### config.mk
export PLATFORM = sky130hd
export DESIGN_NAME = seq_mult_8b
export DESIGN_NICKNAME = d
export VERILOG_FILES = /design/src/rtl/mult_pkg.sv /design/src/rtl/seq_mult_datapath.sv /design/src/rtl/seq_mult_8b.sv
export SDC_FILE = /design/constraint.sdc
export NUM_CORES = 1
export LEC_CHECK = 0
export BUFFER_PORTS_ARGS = -buffer_cell sky130_fd_sc_hd__buf_4
export CAP_MARGIN = 20
export CORE_MARGIN = 2
export CORE_UTILIZATION = 61
export DETAILED_ROUTE_END_ITERATION = 8
export GPL_TIMING_DRIVEN = 0
export PLACE_DENSITY = 0.84
export REMOVE_ABC_BUFFERS = 1
export SYNTH_ARGS = -nofsm -noshare
export SYNTH_HDL_FRONTEND = slang
export SYNTH_SLANG_ARGS = --single-unit
### constraint.sdc
create_clock -name Clk -period 5.7 [get_ports Clk]
set_clock_uncertainty 0.05 [all_clocks]
set_input_delay 1.71 -clock Clk [delete_from_list [all_inputs] [get_ports Clk]]
set_output_delay 1.71 -clock Clk [all_outputs]
set_load 0.005 [all_outputs]
### src/rtl/mult_pkg.sv
// Shared constants for the shift-add sequential multiplier.
// Holds the state encoding and the default operand width.
package mult_pkg;

    localparam int WIDTH_DEF = 8;
    localparam int CNT_W     = $clog2(WIDTH_DEF) + 1;

    localparam logic [1:0] S_IDLE = 2'd0;
    localparam logic [1:0] S_RUN  = 2'd1;
    localparam logic [1:0] S_DONE = 2'd2;

endpackage

### src/rtl/seq_mult_datapath.sv
// Datapath of the multiplier: operand registers, accumulator and counter.
// Performs one add-and-shift per Step and loads Product on LdP.
module seq_mult_datapath
    import mult_pkg::*;
#(
    parameter int WIDTH = WIDTH_DEF
) (
    input  logic               Clk,
    input  logic               Rst,
    input  logic               Init,
    input  logic               Step,
    input  logic               LdP,
    input  logic [WIDTH-1:0]   A,
    input  logic [WIDTH-1:0]   B,
    output logic               LastIter,
    output logic [2*WIDTH-1:0] Product
);

    localparam int CW = $clog2(WIDTH) + 1;
    localparam logic [CW-1:0] LAST = CW'(WIDTH - 1);

    logic [WIDTH-1:0]   mcand_q, mcand_d;
    logic [WIDTH-1:0]   mplier_q, mplier_d;
    logic [2*WIDTH-1:0] acc_q, acc_d;
    logic [2*WIDTH-1:0] prod_q, prod_d;
    logic [CW-1:0]      cnt_q, cnt_d;
    logic [WIDTH:0]     sum;

    always_comb begin
        // sum keeps the carry so it drops into the top bit after the shift
        sum = {1'b0, acc_q[2*WIDTH-1:WIDTH]}
            + (mplier_q[0] ? {1'b0, mcand_q} : {(WIDTH+1){1'b0}});
        mcand_d  = mcand_q;
        mplier_d = mplier_q;
        acc_d    = acc_q;
        cnt_d    = cnt_q;
        if (Init) begin
            mcand_d  = A;
            mplier_d = B;
            acc_d    = '0;
            cnt_d    = '0;
        end else if (Step) begin
            acc_d    = {sum, acc_q[WIDTH-1:1]};
            mplier_d = mplier_q >> 1;
            cnt_d    = cnt_q + CW'(1);
        end
        prod_d = LdP ? acc_d : prod_q;
    end

    always_ff @(posedge Clk or negedge Rst) begin
        if (!Rst) begin
            mcand_q  <= '0;
            mplier_q <= '0;
            acc_q    <= '0;
            cnt_q    <= '0;
            prod_q   <= '0;
        end else begin
            mcand_q  <= mcand_d;
            mplier_q <= mplier_d;
            acc_q    <= acc_d;
            cnt_q    <= cnt_d;
            prod_q   <= prod_d;
        end
    end

    assign LastIter = (cnt_q == LAST);
    assign Product  = prod_q;

endmodule

### src/rtl/seq_mult_8b.sv
// Unsigned shift-add sequential multiplier, one operand bit per cycle.
// Control FSM with registered Busy/Done/Ld outputs around the datapath.
module seq_mult_8b
    import mult_pkg::*;
#(
    parameter int WIDTH = WIDTH_DEF
) (
    input  logic               Clk,
    input  logic               Rst,
    input  logic               Start,
    input  logic [WIDTH-1:0]   A,
    input  logic [WIDTH-1:0]   B,
    output logic               Busy,
    output logic               Done,
    output logic               Ld,
    output logic [2*WIDTH-1:0] Product
);

    logic [1:0] state_q, state_d;
    logic       busy_q, done_q;
    logic       init, step, ldp, last_iter;

    assign init = (state_q == S_IDLE) && Start;
    assign step = (state_q == S_RUN);
    assign ldp  = step && last_iter;

    always_comb begin
        state_d = state_q;
        case (state_q)
            S_IDLE:  if (Start) state_d = S_RUN;
            S_RUN:   if (last_iter) state_d = S_DONE;
            S_DONE:  state_d = S_IDLE;
            default: state_d = S_IDLE;
        endcase
    end

    // Outputs come straight from flops so the control unit sees no glitches
    always_ff @(posedge Clk or negedge Rst) begin
        if (!Rst) begin
            state_q <= S_IDLE;
            busy_q  <= 1'b0;
            done_q  <= 1'b0;
        end else begin
            state_q <= state_d;
            busy_q  <= (state_d != S_IDLE);
            done_q  <= (state_d == S_DONE);
        end
    end

    seq_mult_datapath #(
        .WIDTH(WIDTH)
    ) u_dp (
        .Clk     (Clk),
        .Rst     (Rst),
        .Init    (init),
        .Step    (step),
        .LdP     (ldp),
        .A       (A),
        .B       (B),
        .LastIter(last_iter),
        .Product (Product)
    );

    assign Busy = busy_q;
    assign Done = done_q;
    assign Ld   = done_q;

endmodule

* After elaboration in Yosys (flattened, before gate mapping)
Index checks and enable logic that the tools add are counted.
** Word-level totals
- Bits in read-only memories :: 0
- Latch bits :: 0
- Input bits :: 19
- Bits in writable memories :: 0
- Output and inout port bits :: 19
- Memories :: 0
- Logic and storage cells :: 28
- Flip-flop bits (word level) :: 56
** Cells by class
- Equal/unequal tests :: 3
- Muxes and demuxes :: 10
- Bitwise logic cells :: 0
- Divide/modulo/power cells :: 0
- Reduce and logical (&&, ||, !) cells :: 5
- Shift-type cells :: 0
- Multiply operators :: 0
- Magnitude comparators :: 0
- Add/sub/neg operators :: 2
** Operators by type and width (count)
- two-way mux 16 bit :: 2
- two-way mux 8 bit :: 3
- adder 8 x 9 -> 9 bit :: 1
- two-way mux 4 bit :: 2
- adder 4 x 1 -> 4 bit, second input constant :: 1
- equality test 4 x 3 -> 1 bit, second input constant :: 1
- two-way mux 2 bit :: 2
- one-hot mux 2 bit (2 select lines) :: 1
- nonzero test 2 bit :: 2
- equality test 2 x 1 -> 1 bit, second input constant :: 1
- equality test 2 bit, second input constant :: 1
- logical AND 1 bit :: 2
- logical NOT 2 bit :: 1

* Logic depth before layout (Yosys ltp)
Gate-level depths: netlist of run 1.
- Depth in word-level cells :: 4
- Depth in mapped cells :: 9
- Mapped depth without buffers :: 9

* Cells and area by module
From an unflattened synthesis of run 1, not the netlist that was laid out.
** Unflattened totals
- Cells, all modules :: 219
- Area, all modules :: 2576.2 µm²
** Modules (own cells, without submodules)
- seq_mult_datapath :: seq. area each 1301.2 µm², times used 1, cells an instance 206, area each 2413.6 µm²
- seq_mult_8b :: seq. area each 100.1 µm², times used 1, cells an instance 13, area each 162.7 µm²

* Worst setup path before layout of run 1
Ideal clock, no wire load.
- Path type :: input-to-reg
- Start point :: in Start
- End point :: reg u_dp.prod_q[8], in the netlist u_dp.Product[8]
- Setup slack :: 3.048 ns
- Buffers on the path :: 2
- Data arrival time :: 2.477 ns
- Stages :: 6
- Setup time :: 0.125 ns
- Required time :: 5.525 ns
- Cell sequence :: nor2b_4 -> buf_6 -> nor2b_4 -> buf_6 -> a211oi_4 -> mux2_4
** On the way
- Cells in the longest elaborated chain, start to end :: 2
** Ends and longest elaborated chain
- start, declared :: line seq_mult_8b.sv:10 : input logic Start,
- logical AND 1 bit :: line seq_mult_8b.sv:23 : assign init = (state_q == S_IDLE) && Start;
- two-way mux 16 bit :: line seq_mult_datapath.sv:37 : if (Init) begin
- net u_dp.acc_d[8] :: line seq_mult_datapath.sv:24 : logic [2*WIDTH-1:0] acc_q, acc_d;
- end signal, assigned :: line seq_mult_datapath.sv:62 : prod_q <= prod_d;
- end, declared :: line seq_mult_datapath.sv:25 : logic [2*WIDTH-1:0] prod_q, prod_d;
The timed path passes the listed nets, and every way through them passes these cells.
A chain may end at the register's enable or synchronous reset.

* Worst setup path in the final report of run 1
- Start point :: in Start
- End point :: reg u_dp.prod_q[9], in the netlist u_dp.Product[9]
Same word-level chain as after synthesis.

==> qor.csv, run 1 <==
stage;metric;value;unit
run_status;status;finished, final reports clean;
synthesis;yosys_warnings;0;
timing;drv_slew;0;
setup_path;regToRegSetupSlack;3.32;ns
power;p_sw_share;37.3;%
placed_design;dp_hpwl;3.30;mm
floorplan;dieArea;4830;um2
power;power_leakage;0.00155;uW
worst_hold_path;hold_path_depth;2;
synthesis;synthDistinctLibCells;36;
clocking;cts_tree;built;
power;clockPowerShare;15.7;%
floorplan;core-area;4060;um2
job;cap_violations;0;
setup_path;rr_startpoint;u_dp.mplier_q[0];
timing;timing.hold.ws;0.425;ns
clocking;clockBufferDepth;2;
global_routing;antenna_found_initial;0;
timing;setup_viol;0;
cells_and_area;fill_cells;299;
timing;final.setup.tns;0;ns
cells_and_area;fin_cells;339;
timing;relSlewSlack;34.0;%
cells_and_area;finalInstanceArea;2980;um2
drt;route.detailed.drc;0;
global_routing;grt_use_total;22.2;%
clocking;ctsRootBufferMaster;clkbuf_8;
clocking;h-tree-depth;2;
global_routing;gr-total-overflow;0;
global_routing;grt_pass1_wl;8.64;mm
synthesis;syn_inst;258;
timing;rsz0062_at_grt;no;
setup_path;crit_required;5.90;ns
timing;hold_viol;0;
synthesis;avgSynthCellArea;10.1;um2
setup_path;critPathLaunchType;input port;
cells_and_area;layout-drive-gt1-share;21.1;%
floorplan;start_util;64.5;%
clocking;cts_resized;0;
floorplan;core.rowCount;23;
setup_path;path_buf_inv;2;
power;power.switching;557;uW
clocking;path_clk_slew;0.09;ns
timing;fmax;338;MHz
floorplan;pin_count;38;
drt;ant_nets;0;
floorplan;die_w;69.5;um
drt;wl_per_cell;14.4;um
placed_design;io_buffer_count;37;
synthesis;synth_top_area_share;52.6;%
timing;period_needed;2.96;ns
power;report.power.total;1490;uW
synthesis;synth_most_common_cell;nand2_1;
synthesis;syn_area;2620;um2
setup_path;worstReg2RegEnd;u_dp.Product[15];
synthesis;ys_ff_latch;55;
synthesis;netlist_top_cells_area;dfrtp_1 (53%), nand2_1 (9.6%), ha_1 (4.3%), a21oi_1 (3.6%), a22o_1 (2.7%);
setup_path;cp_common_cell;nand2_1;
setup_path;slowest_delay;0.77;ns
drt;drt_iter0_markers;118;
synthesis;synth-main-ff-cell;dfrtp_1;
global_routing;grt_pass1_vias;1967;
setup_path;path_class;input port to flop;
setup_path;critPathTopFamily;compound AO/OA/AOI/OAI gates;
clocking;numCtsBuffers;5;
cells_and_area;seqCellArea;1380;um2
cells_and_area;multiInputGateArea;1120;um2
power;vdd_drop_max;0.295;mV
synthesis;yosysTopAreaCell;dfrtp_1;
timing;tightestPinTransition;0.988;ns
drt;first_pass_iters;4;
setup_path;path_cells;buf_4 -> o21bai_1 -> inv_1 -> o22ai_1 -> nand2_1 -> nand2_1;
timing;layout_worst_path_cycle_share;51.9;%
worst_hold_path;worstHoldStart;u_dp.Product[6];
clocking;hold_buffers;0;
clocking;clk_latency;0.32;ns
setup_path;cp-end-kind;flop;
worst_hold_path;min_to;u_dp.Product[6];
synthesis;synth_common_cells;nand2_1 (67), dfrtp_1 (55), a21oi_1 (19), o21ai_0 (12), nand3_1 (10);
drt;routed_via_density;5.62;
global_routing;grt_max_degree;56;
worst_hold_path;hp-class;flop to flop;
placed_design;finalWeightedCongestion;0.864;
setup_path;arrival;3.16;ns
clocking;cts_setup_buffers;0;
power;p_per_area;501;nW/um2
placed_design;place_area;2880;um2
power;internal_power;937;uW
cells_and_area;n_antenna_cell;0;
cells_and_area;final_nets;317;
placed_design;placedCellCount;331;
synthesis;synth_edf_count;0;
setup_path;critPathMaxFanout;12;
setup_path;reg2reg_depth;9;
clocking;cts_sinks;55;
cells_and_area;syn_to_final_growth;14.0;%
power;sequentialPowerShare;44.1;%
drt;num_vias;1904;
setup_path;cp-startpoint;Start;
setup_path;cpMaxStageDelayCell;o21bai_1;
floorplan;fp.dieH;69.5;um
power;combPwrFrac;40.2;%
synthesis;async_flop_share;100;%
synthesis;seq_area_frac_synth;52.6;%
drt;wirelength;4.88;mm
## cells by family (layout without fill, tap and decap cells)
kind of cell	count (synthesis)	after routing	synth area share, %
mux	6	6	2.72
compound gates	55	55	14.0
buf+inv	21	52	4.83
flops	55	55	52.6
xor+xnor	6	6	2.01
simple gates	105	105	18.8
fa+ha+maj	10	10	5.07
## worst max-delay path by stage
stage	cells past startpoint	to	slack [ns]
floorplan	4	u_dp.Product[8]	2.93
global placement	4	u_dp.Product[15]	2.13
detailed placement	6	u_dp.Product[9]	2.38
CTS	6	u_dp.Product[9]	2.71
global route	6	u_dp.Product[9]	2.58
finish	6	u_dp.Product[9]	2.74
## stage by stage
| stage | utilization (%) | setup slack (ns) |
|---|---|---|
| floorplan | - | 2.93 |
| global placement | 70.3 | 2.13 |
| detailed placement | 71.1 | 2.38 |
| CTS | 73.5 | 2.71 |
| global route | 73.5 | 2.58 |
| finish | 73.5 | 2.74 |
## state kept, by name, indices dropped and copies added, names as in the netlist
signal,cells
state_q,2
Busy,1
Done,1
u_dp.mplier_q,8
u_dp.Product,16
u_dp.acc_q,15
u_dp.mcand_q,8
u_dp.cnt_q,4
## area by class of cell
cell class / instances / area share, %
inverter: 6 / 0.755
sequential: 55 / 46.1
tap: 50 / 2.10
multi-input combinational: 182 / 37.4
clock buffer: 6 / 2.77
clock inverter: 2 / 0.587
timing repair buffer: 38 / 10.2
## cell usage in the layout (no fill, tap or decap), types with 2 or more instances in the layout
| master | instances |
|---|---|
| dfrtp_1 | 55 |
| inv_1 | 5 |
| nand2_1 | 67 |
| clkbuf_8 | 6 |
| ha_1 | 9 |
| xnor2_1 | 4 |
| nor2_1 | 4 |
| nand2b_1 | 4 |
| a22oi_1 | 6 |
| and2b_1 | 6 |
| mux2_2 | 5 |
| a22o_1 | 8 |
| nand3_1 | 10 |
| a21o_1 | 2 |
| nor2b_4 | 2 |
| buf_4 | 37 |
| o21ai_0 | 12 |
| inv_6 | 2 |
| a211oi_2 | 2 |
| a21oi_1 | 19 |
| and2_1 | 7 |
| xor2_1 | 2 |
## worst min-delay path, stage by stage (launching register included)
cell	delay, ns
dfrtp_1	0.35
nand2_1	0.05
nand2_1	0.05
## power groups by stage
stage	logic [uW]	registers, uW	clock network (uW)
final	601	659	234
after global routing	674	681	252
after CTS	608	657	236
after detailed placement	606	662	0
after global placement	551	658	0
after floorplan	383	643	0
## metal layers
layer | GRT usage (%) | wire [um] | vias up
met5 | 0 | 0 | -
met4 | 6.75 | 60 | 0
met3 | 4.51 | 202 | 7
met2 | 37.6 | 2430 | 41
met1 | 29.1 | 2180 | 931
li1 | - | - | 925
No activity file was read; power rests on OpenSTA's default activity.
==> inputs of run 2 (changes only) <==
--- a/config.mk
+++ b/config.mk
@@ -5,13 +5,14 @@
 export SDC_FILE = /design/constraint.sdc
 export NUM_CORES = 1
 export LEC_CHECK = 0
+export ABC_AREA = 1
 export BUFFER_PORTS_ARGS = -buffer_cell sky130_fd_sc_hd__buf_4
 export CAP_MARGIN = 20
 export CORE_MARGIN = 2
-export CORE_UTILIZATION = 61
+export CORE_UTILIZATION = 51
 export DETAILED_ROUTE_END_ITERATION = 8
 export GPL_TIMING_DRIVEN = 0
-export PLACE_DENSITY = 0.84
+export PLACE_DENSITY = 0.75
 export REMOVE_ABC_BUFFERS = 1
 export SYNTH_ARGS = -nofsm -noshare
 export SYNTH_HDL_FRONTEND = slang
==> constraint.sdc (replaced) <==
create_clock -name Clk -period 2.55 [get_ports Clk]
set_clock_uncertainty 0.05 [all_clocks]
set_input_delay 0.765 -clock Clk [delete_from_list [all_inputs] [get_ports Clk]]
set_output_delay 0.765 -clock Clk [all_outputs]
set_load 0.005 [all_outputs]
==> run 2 against run 1 <==
Net effect:
- routed wire length grew 4.3%
- core utilization shrank 13 points
- worst hold slack gained 0.0084 ns
- clock power grew 120%
- die area grew 22%
- sequential share of layout area shrank 1.4 points
- setup slack lost 2.3 ns
- sequential cell count is the same
- critical endpoint is now u_dp.Product[11]
- largest power group is now combinational logic
==> qor.csv, run 2 <==
stage;metric;value;unit;change
placed_design;finalWeightedCongestion;0.860;;was 0.864
power;sequentialPowerShare;40.0;%;was 44.1%
drt;route.detailed.drc;0;;unchanged
drt;num_vias;2084;;was 1,904
timing;hold_viol;0;;unchanged
setup_path;path_class;flop to flop;;was input port to flop
floorplan;dieArea;5880;um2;was 4830 um2
drt;wirelength;5.09;mm;was 4.88 mm
power;internal_power;2220;uW;was 937 uW
cells_and_area;syn_to_final_growth;14.3;%;was 14.0%
synthesis;synth_common_cells;nand2_1 (101), dfrtp_1 (55), inv_1 (36), nor2_1 (27), o21ai_0 (23);;was nand2_1 (67), dfrtp_1 (55), a21oi_1 (19), o21ai_0 (12), nand3_1 (10)
floorplan;fp.dieH;76.7;um;was 69.5 um
timing;final.setup.tns;0;ns;unchanged
drt;first_pass_iters;5;;was 4
run_status;status;finished, final reports clean;;unchanged
timing;relSlewSlack;54.6;%;was 34.0%
power;combPwrFrac;46.6;%;was 40.2%
setup_path;critPathMaxFanout;9;;was 12
floorplan;die_w;76.7;um;was 69.5 um
setup_path;path_cells;nand2_1 -> inv_1 -> ha_1 -> inv_1 -> fa_1 -> inv_1 -> nand2_1 -> nand2_1 -> nand2_1 -> xnor2_1 -> nand4_1 -> nand2_1;;was buf_4 -> o21bai_1 -> inv_1 -> o22ai_1 -> nand2_1 -> nand2_1
setup_path;cp-end-kind;flop;;unchanged
drt;wl_per_cell;11.9;um;was 14.4 um
clocking;h-tree-depth;2;;unchanged
drt;ant_nets;0;;unchanged
clocking;path_clk_slew;0.10;ns;was 0.09 ns
global_routing;antenna_found_initial;0;;unchanged
timing;period_needed;2.11;ns;
synthesis;seq_area_frac_synth;51.1;%;was 52.6%
cells_and_area;final_nets;384;;was 317
clocking;numCtsBuffers;5;;unchanged
clocking;clk_latency;0.31;ns;was 0.32 ns
global_routing;grt_pass1_wl;9.29;mm;was 8.64 mm
synthesis;netlist_top_cells_area;dfrtp_1 (51%), nand2_1 (14%), inv_1 (5.0%), o21ai_0 (4.3%), ha_1 (4.2%);;was dfrtp_1 (53%), nand2_1 (9.6%), ha_1 (4.3%), a21oi_1 (3.6%), a22o_1 (2.7%)
job;cap_violations;0;;unchanged
synthesis;synth-main-ff-cell;dfrtp_1;;unchanged
timing;setup_viol;0;;unchanged
placed_design;io_buffer_count;37;;unchanged
synthesis;yosysTopAreaCell;dfrtp_1;;unchanged
worst_hold_path;hp-class;input port to asynchronous set/reset pin;;was flop to flop
floorplan;core-area;5110;um2;was 4060 um2
setup_path;path_buf_inv;3;;was 2
global_routing;grt_pass1_vias;2042;;was 1,967
timing;tightestPinTransition;0.681;ns;was 0.988 ns
floorplan;pin_count;38;;unchanged
cells_and_area;layout_commonest_cell;nand2_1;;unchanged
cells_and_area;fill_cells;490;;was 299
timing;rsz0062_at_grt;no;;unchanged
synthesis;yosys_warnings;0;;unchanged
setup_path;slowest_delay;0.50;ns;was 0.77 ns
setup_path;crit_required;2.75;ns;was 5.90 ns
synthesis;syn_area;2700;um2;was 2620 um2
cells_and_area;n_antenna_cell;0;;unchanged
power;p_per_area;1240;nW/um2;was 501 nW/um2
clocking;cts_setup_buffers;0;;unchanged
global_routing;gr-total-overflow;0;;unchanged
placed_design;dp_hpwl;3.53;mm;was 3.30 mm
setup_path;critPathTopFamily;simple AND/OR/NAND/NOR gates;;was compound AO/OA/AOI/OAI gates
clocking;cts_sinks;55;;unchanged
synthesis;synth_most_common_cell;nand2_1;;unchanged
setup_path;cpMaxStageDelayCell;dfrtp_1;;was o21bai_1
synthesis;synth_edf_count;0;;unchanged
timing;timing.hold.ws;0.434;ns;was 0.425 ns
cells_and_area;final_core_util;60.3;%;was 73.5%
power;clockPowerShare;13.5;%;was 15.7%
floorplan;start_util;52.8;%;was 64.5%
setup_path;arrival;2.31;ns;was 3.16 ns
drt;routed_via_density;4.89;;was 5.62
clocking;cts_tree;built;;unchanged
setup_path;critPathLaunchType;flop;;was input port
clocking;hold_buffers;0;;unchanged
power;power_leakage;0.00169;uW;was 0.00155 uW
synthesis;ys_ff_latch;55;;unchanged
timing;fmax;475;MHz;
cells_and_area;largest_reg_flops;16;;unchanged
synthesis;synth_top_area_share;51.1;%;was 52.6%
synthesis;async_flop_share;100;%;unchanged
power;power.switching;1590;uW;was 557 uW
clocking;clockBufferDepth;2;;unchanged
power;vdd_drop_max;0.643;mV;was 0.295 mV
power;p_sw_share;41.7;%;was 37.3%
global_routing;grt_use_total;19.3;%;was 22.2%
synthesis;avgSynthCellArea;8.40;um2;was 10.1 um2
timing;layout_worst_path_cycle_share;82.6;%;
synthesis;syn_inst;321;;was 258
clocking;ctsRootBufferMaster;clkbuf_8;;unchanged
synthesis;synthDistinctLibCells;28;;was 36
clocking;cts_resized;0;;unchanged
drt;drt_iter0_markers;104;;was 118
setup_path;cp_common_cell;nand2_1;;unchanged
cells_and_area;final_cell_mix;nand2_1 (101), dfrtp_1 (55), buf_4 (37);;was nand2_1 (67), dfrtp_1 (55), buf_4 (37)
global_routing;grt_max_degree;56;;unchanged
floorplan;core.rowCount;26;;was 23
timing;drv_slew;0;;unchanged
cells_and_area;layout-drive-gt1-share;17.4;%;was 21.1%
-- run 2: cells by family (layout without fill, tap and decap cells) --
family / after synthesis / in the layout / share of synthesized area (%)
and+or+nand+nor: 152 / 152 / 24.0
DFF: 55 / 55 / 51.1
buffers and inverters: 52 / 87 / 9.15
AOI/OAI and AO/OA: 51 / 51 / 10.5
adders and majority gates: 10 / 10 / 4.92
xor gates and xnor gates: 1 / 1 / 0.325
-- run 2: worst register-to-register path, delay by kind of cell (launching register included) --
kind,cells,cell delay (ns)
simple gates,6,0.56
fa+ha+maj,2,0.51
flops,1,0.50
buf+inv,3,0.23
xor+xnor,1,0.20
-- run 2: power groups by stage --
| stage | sequential [uW] | clock (uW) | combinational, uW |
|---|---|---|---|
| 2_1_floorplan | 1500 | 0 | 1260 |
| 3_3_place_gp | 1530 | 0 | 1740 |
| 3_5_place_dp | 1530 | 0 | 1790 |
| 4_1_cts | 1520 | 523 | 1800 |
| 5_1_grt | 1570 | 561 | 2080 |
| 6_report | 1520 | 513 | 1770 |
-- run 2: routing by layer --
metal,track usage (%),up-vias,wire length (um)
met5,0,-,0
li1,-,1079,-
met3,3.29,6,192
met2,33.6,38,2420
met4,4.36,0,48
met1,25.1,961,2420
-- run 2: layout make-up --
class / instances / area, um2 / share of cell area [%]
Sequential cell: 55 / 1380 / 44.7
Multi-Input combinational cell: 214 / 1070 / 34.8
Timing Repair Buffer: 37 / 278 / 9.02
Inverter: 42 / 168 / 5.44
Tap cell: 70 / 87.6 / 2.84
Clock buffer: 6 / 82.6 / 2.68
Clock inverter: 2 / 16.3 / 0.528
-- run 2: metrics by stage --
stage,total power (uW),instances,setup WS (ns),cell area [um2]
CTS,3840,426,0.456,3080
detailed placement,3320,418,0.484,2980
finish,3810,426,0.445,3080
floorplan,2760,311,0.782,2620
global route,4210,426,0.279,3080
global placement,3270,418,0.494,2980
-- run 2: final timing paths --
check                           cells after the start               end             start  slack [ns]
worst max-delay path                               12  u_dp.Product[11]  u_dp.mplier_q[0]        0.44
worst min-delay path                                1              Busy               Rst        0.43
worst max register to register                     12  u_dp.Product[11]  u_dp.mplier_q[0]        0.44
worst min register to register                      2  u_dp.Product[13]  u_dp.Product[13]        0.44
max in group asynchronous                           1  u_dp.mplier_q[2]               Rst        1.56
min in group Clk                                    2  u_dp.Product[13]  u_dp.Product[13]        0.44
==> inputs of run 3 (changes only) <==
--- a/config.mk
+++ b/config.mk
@@ -5,7 +5,7 @@
 export SDC_FILE = /design/constraint.sdc
 export NUM_CORES = 1
 export LEC_CHECK = 0
-export ABC_AREA = 1
+export ABC_AREA = 0
 export BUFFER_PORTS_ARGS = -buffer_cell sky130_fd_sc_hd__buf_4
 export CAP_MARGIN = 20
 export CORE_MARGIN = 2
==> constraint.sdc (replaced) <==
create_clock -name Clk -period 1.91 [get_ports Clk]
set_clock_uncertainty 0.05 [all_clocks]
set_input_delay 0.573 -clock Clk [delete_from_list [all_inputs] [get_ports Clk]]
set_output_delay 0.573 -clock Clk [all_outputs]
set_load 0.005 [all_outputs]
==> run 3 against run 2 <==
Net effect:
- the run now ends with setup timing left
- cell area rose by 4.9%
- die area fell by 2.7%
- total power rose by 25%
- register-to-register slack got worse by 0.60 ns
- non-clock buffer count rose by 10
- sequential share of layout area fell by 2.0 points
- critical path depth fell by 4
- sequential power rose by 29%
- critical path type unchanged
==> qor.csv, run 3 (synthesis results as in run 1) <==
stage;metric;value;unit;change
floorplan;pin_count;38;;unchanged
cells_and_area;layout_commonest_cell;nand2_1;;unchanged
setup_path;cp-end-kind;flop;;unchanged
timing;setup_viol;8;;was 0
timing;layout_worst_path_cycle_share;108;%;was 82.6%
power;internal_power;2980;uW;was 2220 uW
drt;wl_per_cell;14.7;um;was 11.9 um
power;clockPowerShare;12.9;%;was 13.5%
global_routing;antenna_found_initial;0;;unchanged
run_status;status;complete, but fails checks;;was finished, final reports clean
job;cap_violations;0;;unchanged
drt;route.detailed.drc;0;;unchanged
cells_and_area;final_nets;326;;was 384
floorplan;fp.dieH;75.6;um;was 76.7 um
power;sequentialPowerShare;41.3;%;was 40.0%
timing;fmax;484;MHz;was 475 MHz
timing;tightestPinTransition;0.762;ns;was 0.681 ns
drt;num_vias;1915;;was 2,084
power;p_per_area;1470;nW/um2;was 1240 nW/um2
setup_path;worstReg2RegEnd;u_dp.Product[13];;was u_dp.Product[11]
global_routing;grt_use_total;19.7;%;was 19.3%
drt;drt_iter0_markers;98;;was 104
timing;timing.hold.ws;0.240;ns;was 0.434 ns
floorplan;dieArea;5720;um2;was 5880 um2
timing;period_needed;2.06;ns;was 2.11 ns
power;combPwrFrac;45.8;%;was 46.6%
global_routing;grt_pass1_wl;8.34;mm;was 9.29 mm
power;vdd_drop_max;0.636;mV;was 0.643 mV
clocking;ctsRootBufferMaster;clkbuf_8;;unchanged
clocking;cts_tree;built;;unchanged
setup_path;crit_required;2.05;ns;was 2.75 ns
run_status;violations;setup timing;;
worst_hold_path;hp-class;input port to asynchronous set/reset pin;;unchanged
floorplan;core-area;5040;um2;was 5110 um2
drt;first_pass_iters;4;;was 5
drt;routed_via_density;5.23;;was 4.89
setup_path;path_class;flop to flop;;unchanged
drt;wirelength;5.39;mm;was 5.09 mm
setup_path;critPathMaxFanout;8;;was 9
placed_design;finalWeightedCongestion;0.843;;was 0.860
power;p_sw_share;37.3;%;was 41.7%
cells_and_area;largest_reg_flops;16;;unchanged
floorplan;die_w;75.6;um;was 76.7 um
clocking;numCtsBuffers;5;;unchanged
cells_and_area;n_antenna_cell;0;;unchanged
cells_and_area;layout-drive-gt1-share;31.8;%;was 17.4%
timing;setup_ws;-0.155;ns;was 0.445 ns
global_routing;gr-total-overflow;0;;unchanged
power;power.switching;1770;uW;was 1590 uW
timing;final.setup.tns;-0.906;ns;was 0 ns
placed_design;dp_hpwl;3.26;mm;was 3.53 mm
floorplan;start_util;51.9;%;was 52.8%
cells_and_area;syn_to_final_growth;23.5;%;was 14.3%
cells_and_area;final_core_util;64.1;%;was 60.3%
clocking;path_clk_slew;0.09;ns;was 0.10 ns
clocking;cts_sinks;55;;unchanged
setup_path;regToRegSetupSlack;-0.15;ns;was 0.44 ns
drt;ant_nets;0;;unchanged
timing;drv_slew;0;;unchanged
clocking;h-tree-depth;2;;unchanged
power;power_leakage;0.00160;uW;was 0.00169 uW
placed_design;io_buffer_count;37;;unchanged
setup_path;reg2reg_depth;8;;was 12
setup_path;critPathLaunchType;flop;;unchanged
clocking;hold_buffers;0;;unchanged
floorplan;core.rowCount;26;;unchanged
setup_path;rr_startpoint;u_dp.mplier_q[0];;unchanged
clocking;clockBufferDepth;2;;unchanged
global_routing;grt_max_degree;56;;unchanged
cells_and_area;final_cell_mix;nand2_1 (66), dfrtp_1 (52), buf_4 (45);;was nand2_1 (101), dfrtp_1 (55), buf_4 (37)
global_routing;grt_pass1_vias;1737;;was 2,042
setup_path;arrival;2.21;ns;was 2.31 ns
timing;hold_viol;0;;unchanged
timing;rsz0062_at_grt;yes;;was no
timing;relSlewSlack;49.2;%;was 54.6%
clocking;clk_latency;0.31;ns;about the same
## run 3: cell types whose count changed in the layout (fill, tap and decap cells not counted), sizes merged, moves of 4 or more
cell,previous run,this run
inv,42,6
nand2,102,68
nor2,31,4
o21ai,37,13
a21oi,9,19
buf,37,47
a22o,0,8
and2,0,7
and2b,0,6
mux2,0,6
nand3,16,10
a22oi,1,6
nand2b,0,4
## run 3: worst max path at each step
stage                           from               end  slack (ns)  cells after the start
floorplan                 state_q[0]  u_dp.Product[11]       -0.75                      4
global placement          state_q[0]  u_dp.Product[15]       -1.68                      4
detailed placement        state_q[0]  u_dp.Product[14]       -0.59                      5
CTS                 u_dp.mplier_q[0]  u_dp.Product[14]       -0.11                      9
global route        u_dp.mplier_q[0]  u_dp.Product[13]       -0.23                      8
finish              u_dp.mplier_q[0]  u_dp.Product[13]       -0.15                      8
## run 3: stage by stage
step                      power (uW)  instances  setup WS [ns]  area, um2
after global placement          3600        350          -1.68       2880
after global routing            5080        366         -0.225       3230
after detailed placement        3720        351         -0.587       2900
after CTS                       4620        362         -0.114       3170
after floorplan                 3060        243         -0.755       2510
final                           4750        366         -0.155       3230
## run 3: area by class of cell
type,count,area [um2]
well taps,70,87.6
fillers,394,1810
clock inverters,1,7.51
flip-flops and latches,55,1380
inverters,6,27.5
repair buffers,47,364
clock buffers,5,68.8
multi-input cells,182,1300
## run 3: critical path, stage by stage, from the launching register on
cell,delay [ns]
dfrtp_2,0.43
buf_6,0.14
and2_4,0.14
ha_4,0.23
o211ai_1,0.24
a21oi_2,0.07
a211oi_2,0.23
xnor2_1,0.14
mux2_4,0.27
## run 3: power groups by stage
stage | Clock (uW) | Combinational [uW] | Sequential, uW
after floorplan | 0 | 1140 | 1920
after global placement | 0 | 1640 | 1960
after detailed placement | 0 | 1750 | 1970
after CTS | 623 | 2000 | 1990
after global routing | 667 | 2390 | 2030
final | 614 | 2170 | 1960
## run 3: metal layers
layer / GRT usage [%] / share of wire, %
met5: 0 / 0
met2: 30.2 / 48
met4: 5.85 / 1.6
met1: 27.8 / 46
met3: 5.16 / 4.1
## run 3: timing repair
item                       CTS  global route
setup buffers                5             4
setup endpoints to repair   21            12
gates cloned                 0             0
resized for setup           31             8
pin swaps                   12            10
